<file path="config.mk">
export PLATFORM = sky130hd
export DESIGN_NAME = video_uart_bridge
export DESIGN_NICKNAME = d
export VERILOG_FILES = /design/src/rtl/video_uart_pkg.sv /design/src/rtl/sync_fifo.sv /design/src/rtl/video_uart_bridge.sv
export SDC_FILE = /design/constraint.sdc
export NUM_CORES = 1
export LEC_CHECK = 0
export BUFFER_PORTS_ARGS = -buffer_cell sky130_fd_sc_hd__buf_2
export CORE_MARGIN = 2
export CORE_UTILIZATION = 56
export CTS_CLUSTER_SIZE = 14
export DETAILED_ROUTE_END_ITERATION = 7
export GPL_TIMING_DRIVEN = 0
export PLACE_DENSITY = 0.73
export SYNTH_ARGS = -nofsm -noshare
export SYNTH_HDL_FRONTEND = slang
export SYNTH_HIERARCHICAL = 1
export SYNTH_SLANG_ARGS = --single-unit
</file>
<file path="constraint.sdc">
create_clock -name clk -period 6.46 [get_ports clk]
set_input_delay 0.323 -clock clk [delete_from_list [all_inputs] [get_ports clk]]
set_output_delay 0.323 -clock clk [all_outputs]
set_load 0.005 [all_outputs]
</file>
<file path="src/rtl/video_uart_pkg.sv">
// Shared types for the video-to-UART bridge.
//   state_e      : serializer FSM states
//   fifo_entry_t : one buffered video word plus its start-of-frame flag
package video_uart_pkg;

  typedef enum logic [1:0] {StIdle, StHdrSync, StHdrSeq, StData} state_e;

  localparam logic [7:0] DefaultSyncByte = 8'hA5;

  // Widest legal video word; entries are zero-extended to this width.
  localparam int unsigned MaxDataWidth = 512;

  typedef struct packed {
    logic                    sof;
    logic [MaxDataWidth-1:0] data;
  } fifo_entry_t;

endpackage

</file>
<file path="src/rtl/sync_fifo.sv">
// Single-clock FIFO with registered occupancy, full and empty flags.
// Read data is first-word fall-through (valid whenever empty is low).
//   clk, rst        : clock, synchronous active-high reset
//   wr_en, wr_data  : push (ignored when full, even if a pop happens this cycle)
//   rd_en, rd_data  : pop (ignored when empty), head entry
//   count, full, empty : registered status
module sync_fifo #(
  parameter int unsigned WIDTH = 33,
  parameter int unsigned DEPTH = 16
) (
  input  logic                     clk,
  input  logic                     rst,
  input  logic                     wr_en,
  input  logic [WIDTH-1:0]         wr_data,
  input  logic                     rd_en,
  output logic [WIDTH-1:0]         rd_data,
  output logic [$clog2(DEPTH):0]   count,
  output logic                     full,
  output logic                     empty
);

  localparam int unsigned AW = $clog2(DEPTH);
  localparam logic [AW:0] CntOne = (AW+1)'(1);
  localparam logic [AW:0] CntMax = (AW+1)'(DEPTH);

  logic [WIDTH-1:0] mem_q [DEPTH];
  logic [AW-1:0]    wr_ptr_q, rd_ptr_q;
  logic [AW:0]      count_q, count_d;
  logic             full_q, empty_q;
  logic             do_wr, do_rd;

  assign do_wr = wr_en && !full_q;
  assign do_rd = rd_en && !empty_q;

  always_comb begin
    count_d = count_q;
    if (do_wr && !do_rd) begin
      count_d = count_q + CntOne;
    end else if (do_rd && !do_wr) begin
      count_d = count_q - CntOne;
    end
  end

  always_ff @(posedge clk) begin
    if (rst) begin
      wr_ptr_q <= '0;
      rd_ptr_q <= '0;
      count_q  <= '0;
      full_q   <= 1'b0;
      empty_q  <= 1'b1;
    end else begin
      if (do_wr) wr_ptr_q <= wr_ptr_q + AW'(1);
      if (do_rd) rd_ptr_q <= rd_ptr_q + AW'(1);
      count_q <= count_d;
      full_q  <= (count_d == CntMax);
      empty_q <= (count_d == '0);
    end
  end

  // Storage needs no reset; the pointers define what is valid.
  always_ff @(posedge clk) begin
    if (do_wr) mem_q[wr_ptr_q] <= wr_data;
  end

  assign rd_data = mem_q[rd_ptr_q];
  assign count   = count_q;
  assign full    = full_q;
  assign empty   = empty_q;

endmodule

</file>
<file path="src/rtl/video_uart_bridge.sv">
// Decimates an AXI-Stream video word stream, buffers kept words and serializes
// them little-endian onto an 8-bit stream for a UART transmitter. Words flagged
// start-of-frame are preceded by SYNC_BYTE and an 8-bit frame sequence number.
//   clk, rst      : clock, synchronous active-high reset
//   s_axis_*      : video input (never back-pressured)
//   m_axis_*      : byte output to the UART
//   drop_count    : saturating count of kept words lost to a full FIFO
//   fifo_level    : current FIFO occupancy
module video_uart_bridge
  import video_uart_pkg::*;
#(
  parameter int unsigned DATA_WIDTH = 32,
  parameter int unsigned FIFO_DEPTH = 16,
  parameter int unsigned DECIM      = 1,
  parameter logic [7:0]  SYNC_BYTE  = DefaultSyncByte
) (
  input  logic                          clk,
  input  logic                          rst,
  input  logic [DATA_WIDTH-1:0]         s_axis_tdata,
  input  logic                          s_axis_tvalid,
  input  logic                          s_axis_tuser,
  output logic                          s_axis_tready,
  output logic [7:0]                    m_axis_tdata,
  output logic                          m_axis_tvalid,
  input  logic                          m_axis_tready,
  output logic [15:0]                   drop_count,
  output logic [$clog2(FIFO_DEPTH):0]   fifo_level
);

  localparam int unsigned NumBytes = DATA_WIDTH / 8;
  localparam int unsigned IW       = (NumBytes > 1) ? $clog2(NumBytes) : 1;
  localparam logic [IW-1:0] LastIdx  = IW'(NumBytes - 1);
  localparam logic [15:0]   DecLast  = 16'(DECIM - 1);
  // After a start-of-frame word the next word is the 2nd of the decimation window.
  localparam logic [15:0]   DecAfterSof = (DECIM > 1) ? 16'd1 : 16'd0;

  logic [15:0]             dec_cnt_q;
  logic [15:0]             drop_cnt_q;
  logic                    keep;
  logic                    fifo_full, fifo_empty, fifo_pop;
  logic [DATA_WIDTH:0]     fifo_rd;
  fifo_entry_t             rd_entry;

  state_e                  state_q;
  logic                    tvalid_q;
  logic [7:0]              tdata_q;
  logic [IW-1:0]           byte_idx_q, byte_idx_inc;
  logic [7:0]              seq_q;
  logic [MaxDataWidth-1:0] word_q;

  assign s_axis_tready = 1'b1;

  assign keep = s_axis_tvalid && (s_axis_tuser || (dec_cnt_q == '0));

  always_ff @(posedge clk) begin
    if (rst) begin
      dec_cnt_q  <= '0;
      drop_cnt_q <= '0;
    end else begin
      if (s_axis_tvalid) begin
        if (s_axis_tuser)            dec_cnt_q <= DecAfterSof;
        else if (dec_cnt_q == DecLast) dec_cnt_q <= '0;
        else                         dec_cnt_q <= dec_cnt_q + 16'd1;
      end
      if (keep && fifo_full && (drop_cnt_q != 16'hFFFF)) begin
        drop_cnt_q <= drop_cnt_q + 16'd1;
      end
    end
  end

  assign fifo_pop = (state_q == StIdle) && !fifo_empty;

  sync_fifo #(
    .WIDTH (DATA_WIDTH + 1),
    .DEPTH (FIFO_DEPTH)
  ) u_fifo (
    .clk     (clk),
    .rst     (rst),
    .wr_en   (keep),
    .wr_data ({s_axis_tuser, s_axis_tdata}),
    .rd_en   (fifo_pop),
    .rd_data (fifo_rd),
    .count   (fifo_level),
    .full    (fifo_full),
    .empty   (fifo_empty)
  );

  always_comb begin
    rd_entry                      = '0;
    rd_entry.sof                  = fifo_rd[DATA_WIDTH];
    rd_entry.data[DATA_WIDTH-1:0] = fifo_rd[DATA_WIDTH-1:0];
  end

  assign byte_idx_inc = byte_idx_q + IW'(1);

  // Outputs are registered: tdata_q is loaded with the byte for the state being entered.
  always_ff @(posedge clk) begin
    if (rst) begin
      state_q    <= StIdle;
      tvalid_q   <= 1'b0;
      tdata_q    <= '0;
      byte_idx_q <= '0;
      seq_q      <= '0;
      word_q     <= '0;
    end else begin
      unique case (state_q)
        StIdle: begin
          if (!fifo_empty) begin
            word_q     <= rd_entry.data;
            byte_idx_q <= '0;
            tvalid_q   <= 1'b1;
            if (rd_entry.sof) begin
              state_q <= StHdrSync;
              tdata_q <= SYNC_BYTE;
            end else begin
              state_q <= StData;
              tdata_q <= rd_entry.data[7:0];
            end
          end
        end
        StHdrSync: begin
          if (m_axis_tready) begin
            state_q <= StHdrSeq;
            tdata_q <= seq_q;
          end
        end
        StHdrSeq: begin
          if (m_axis_tready) begin
            seq_q      <= seq_q + 8'd1;
            state_q    <= StData;
            byte_idx_q <= '0;
            tdata_q    <= word_q[7:0];
          end
        end
        StData: begin
          if (m_axis_tready) begin
            if (byte_idx_q == LastIdx) begin
              state_q  <= StIdle;
              tvalid_q <= 1'b0;
              tdata_q  <= '0;
            end else begin
              byte_idx_q <= byte_idx_inc;
              tdata_q    <= 8'(word_q >> {byte_idx_inc, 3'b000});
            end
          end
        end
        default: state_q <= StIdle;
      endcase
    end
  end

  assign m_axis_tvalid = tvalid_q;
  assign m_axis_tdata  = tdata_q;
  assign drop_count    = drop_cnt_q;

endmodule

</file>
==> flow_metrics.env <==
export IMPL_ios=68
export IMPL_ys_async_sr_fraction_pct=0
export IMPL_cts_sinks=632
export IMPL_setup_viol=0
export IMPL_h_tree_depth=2
export IMPL_p_total_mw=9.57
export IMPL_min_from="s_axis_tdata[25]"
export IMPL_area_growth_pct=14.4
export IMPL_clock_latency_ps=620
export IMPL_synth_edff_count=528
export IMPL_grt_pass1_vias=13348
export IMPL_grt_pass1_wl_um=85300
export IMPL_rsz0062_at_grt="no"
export IMPL_syn_nets=1385
export IMPL_syn_cell_area_um2=24900
export IMPL_ctsResizeCount=0
export IMPL_chipWidth_um=215
export IMPL_cp_max_fo=10
export IMPL_ys_types=58
export IMPL_dieArea_um2=46200
export IMPL_status="finished clean"
export IMPL_r2r_worst_path_cells=8
export IMPL_setup_tns_ps=0
export IMPL_synth_seq_cells=632
export IMPL_start_util_pct=56.5
export IMPL_cts_tree="built"
export IMPL_clockRootBuffer="clkbuf_16"
export IMPL_finClkSkew_ps=12.7
export IMPL_fin_crit_sh_pct=57.4
export IMPL_maxCapViolCount=0
export IMPL_holdPathEnd="u_fifo/mem_q[9][25]$_DFFE_PP_"
export IMPL_synth_area_per_cell_um2=18.8
export IMPL_min_period_ps=3710
export IMPL_crit_type="flop to flop"
export IMPL_core_um2=44100
export IMPL_cts_buffers=60
export IMPL_cts_hold_buffers=0
export IMPL_finalHoldViolations=0
export IMPL_ant_nets=0
export IMPL_place_gp_congestion=0.937
export IMPL_placed_cells=2014
export IMPL_whs_path_depth=1
export IMPL_avgViaCountPerCell=6.31
export IMPL_maxSlewHeadroom_pct=24.7
export IMPL_grt_start_max_net_pins=22
export IMPL_fin_cells=2128
export IMPL_cts_buffer_depth=3
export IMPL_avgRoutedWirePerCell_um=26.6
export IMPL_synth_seq_area_share_pct=71.9
export IMPL_ys_flop_type="edfxtp_1"
export IMPL_yosysWarnings=6
export IMPL_place_area_um2=26500
export IMPL_design_area_um2=28500
export IMPL_drc=0
export IMPL_r2r_slack_ps=2750
export IMPL_hold_class="primary input to flop"
export IMPL_drive_above_1_share_pct=26.4
export IMPL_startpoint_type="flop"
export IMPL_firstDrtPassIters=8
export IMPL_first_iter_violations=1650
export IMPL_tightest_slew_ps=1130
export IMPL_grt_antenna_before_repair=2
export IMPL_grt_use_total_pct=25.1
export IMPL_r2r_end="m_axis_tdata[1]$_SDFFE_PP0P_"
export IMPL_worstSetupEndpointType="flop"
export IMPL_dieHeight_um=215
export IMPL_critPathArrivalTime_ps=4240
export IMPL_layout_nets=1539
export IMPL_post_cts_setup_buffers=0
export IMPL_rows=77
export IMPL_clk_pin_slew_worst_paths_ps=60
export IMPL_grt_overflow_total=0
export IMPL_synthCells=1330
export IMPL_hpwl_um=36400
export IMPL_max_freq_ghz=0.270
export IMPL_ir_worst_vdd_v=0.000180
export IMPL_crit_required_ps=6990
export IMPL_wl_um=56500
export IMPL_hold_ws_ps=71.7
export IMPL_port_buffers=64
export IMPL_final_max_slew_violation_count=0
export IMPL_p_per_area_nw_per_um2=336
export IMPL_dr_total_vias=13436
export IMPL_leakagePower_nw=9.03
==> area by class of cell <==
type / instances / area, um^2
Clock buffer: 74 / 1620
Timing Repair Buffer: 92 / 748
Multi-Input combinational cell: 606 / 6660
Buffer: 76 / 392
Tap cell: 592 / 741
Fill cell: 3007 / 15600
Inverter: 16 / 60.1
Antenna cell: 1 / 2.50
Clock inverter: 39 / 364
Sequential cell: 632 / 17900
==> worst max-delay path by stage <==
stage,from,end
3_5_place_dp,flop,m_axis_tdata[4]$_SDFFE_PP0P_
2_1_floorplan,dec_cnt_q[0]$_SDFFE_PP0P_,u_fifo/mem_q[3][0]$_DFFE_PP_
3_3_place_gp,dec_cnt_q[0]$_SDFFE_PP0P_,u_fifo/mem_q[3][22]$_DFFE_PP_
5_1_grt,dec_cnt_q[0]$_SDFFE_PP0P_,u_fifo/mem_q[3][27]$_DFFE_PP_
4_1_cts,flop,m_axis_tdata[4]$_SDFFE_PP0P_
6_report,flop,m_axis_tdata[1]$_SDFFE_PP0P_
==> critical path, cell delays in order, from the launching register on <==
cell and delay [ps]:
dfxtp_1 310, clkbuf_1 450, buf_2 410, clkbuf_1 790, mux4_2 420, mux4_2 530
nor2_1 310, a2bb2oi_1 170, a211oi_1 240
==> where the power goes <==
part           switching (mW)  leakage (nW)  internal (mW)
Clock                    1.47         0.957           2.04
Combinational           0.762          2.45          0.608
Sequential             0.0960          5.62           4.59
==> metrics by stage <==
stage          setup slack, ps  util, %
6_report                  2750     64.6
3_3_place_gp             -1340     58.9
2_1_floorplan             1870        -
5_1_grt                   2520     64.6
4_1_cts                   2770     64.6
3_5_place_dp              2790     60.1
==> state kept, by name (all words and copies together), names as in the netlist, 4 cells and up, named ones only <==
name             cells
u_fifo/mem_q       528
word_q              32
dec_cnt_q           16
drop_count          16
m_axis_tdata         8
seq_q                8
u_fifo/count         5
u_fifo/rd_ptr_q      4
u_fifo/wr_ptr_q      4
==> routing by layer <==
layer	GRT usage [%]	part of all wire, %	up-vias	routed length [um]
li1	-	-	5698	-
met1	34.9	40	7009	22800
met2	41.3	49	621	27900
met3	4.18	7.3	106	4130
met4	8.02	2.8	2	1590
met5	0	0.023	-	13
==> kinds of logic (layout without fill, tap and decap cells) <==
kind of cell / after synthesis / count (layout) / synth area share [%]
compound gates: 109 / 109 / 2.87
xor+xnor: 24 / 24 / 0.843
fa+ha+maj: 18 / 18 / 0.903
buf+inv: 92 / 297 / 1.81
flops: 632 / 632 / 71.9
mux: 182 / 182 / 16.0
other cells: 1 / 2 / 0.0150
simple gates: 272 / 272 / 5.61
==> cells in the final DEF (no fill, tap or decap), types with 6 or more instances in the layout <==
master       n
a21oi_1     60
nor3_1       7
mux4_2     173
buf_1       12
buf_6       23
or4_1        7
xor2_1      15
nor2_4      12
and3_1       6
clkbuf_1    45
and4_1       6
nor2b_1     12
nand2_1     94
buf_12      12
a211oi_1     8
o31ai_1      7
nand3_1     16
nor2_1      50
or3_1       12
mux2_1       7
bufinv_16    7
clkinv_1    21
xnor2_1      9
o21ai_0     10
nor4_1       7
nand4_1     15
nand2b_1     9
buf_2       80
dfxtp_1    104
clkbuf_16   61
ha_1        18
edfxtp_1   528
inv_1       16
==> synthesized netlist by cell type, types with 2 or more instances <==
cell type  count  area, um^2
nor4_1         7        43.8
a21oi_1       60         300
buf_6         11         124
buf_1         12        45.0
a222oi_1       4        40.0
clkbuf_1      36         135
edfxtp_1     528       15900
mux2_1         7        78.8
or4_1          7        52.6
dfxtp_1      104        2080
inv_1         16        60.1
ha_1          18         225
o31ai_1        7        52.6
or3_1         12        75.1
xor2_1        15         131
nand3_1       16        80.1
nand2_1       94         353
and3_1         6        37.5
a211oi_1       8        60.1
nor3b_1        2        15.0
nor2_1        62         233
a2bb2oi_1      4        35.0
xnor2_1        9        78.8
nor4_2         2        25.0
and4_1         6        52.6
nand2b_1       9        56.3
a221o_1        4        40.0
nand4_1       15        93.8
o21ai_0       10        50.1
nor4b_2        2        30.0
mux4_2       173        3900
nor2b_1       12        75.1
buf_2         16        80.1
nor3_1        11        55.1
nor4_4         2        42.5
Power figures use the tool's default switching activity.
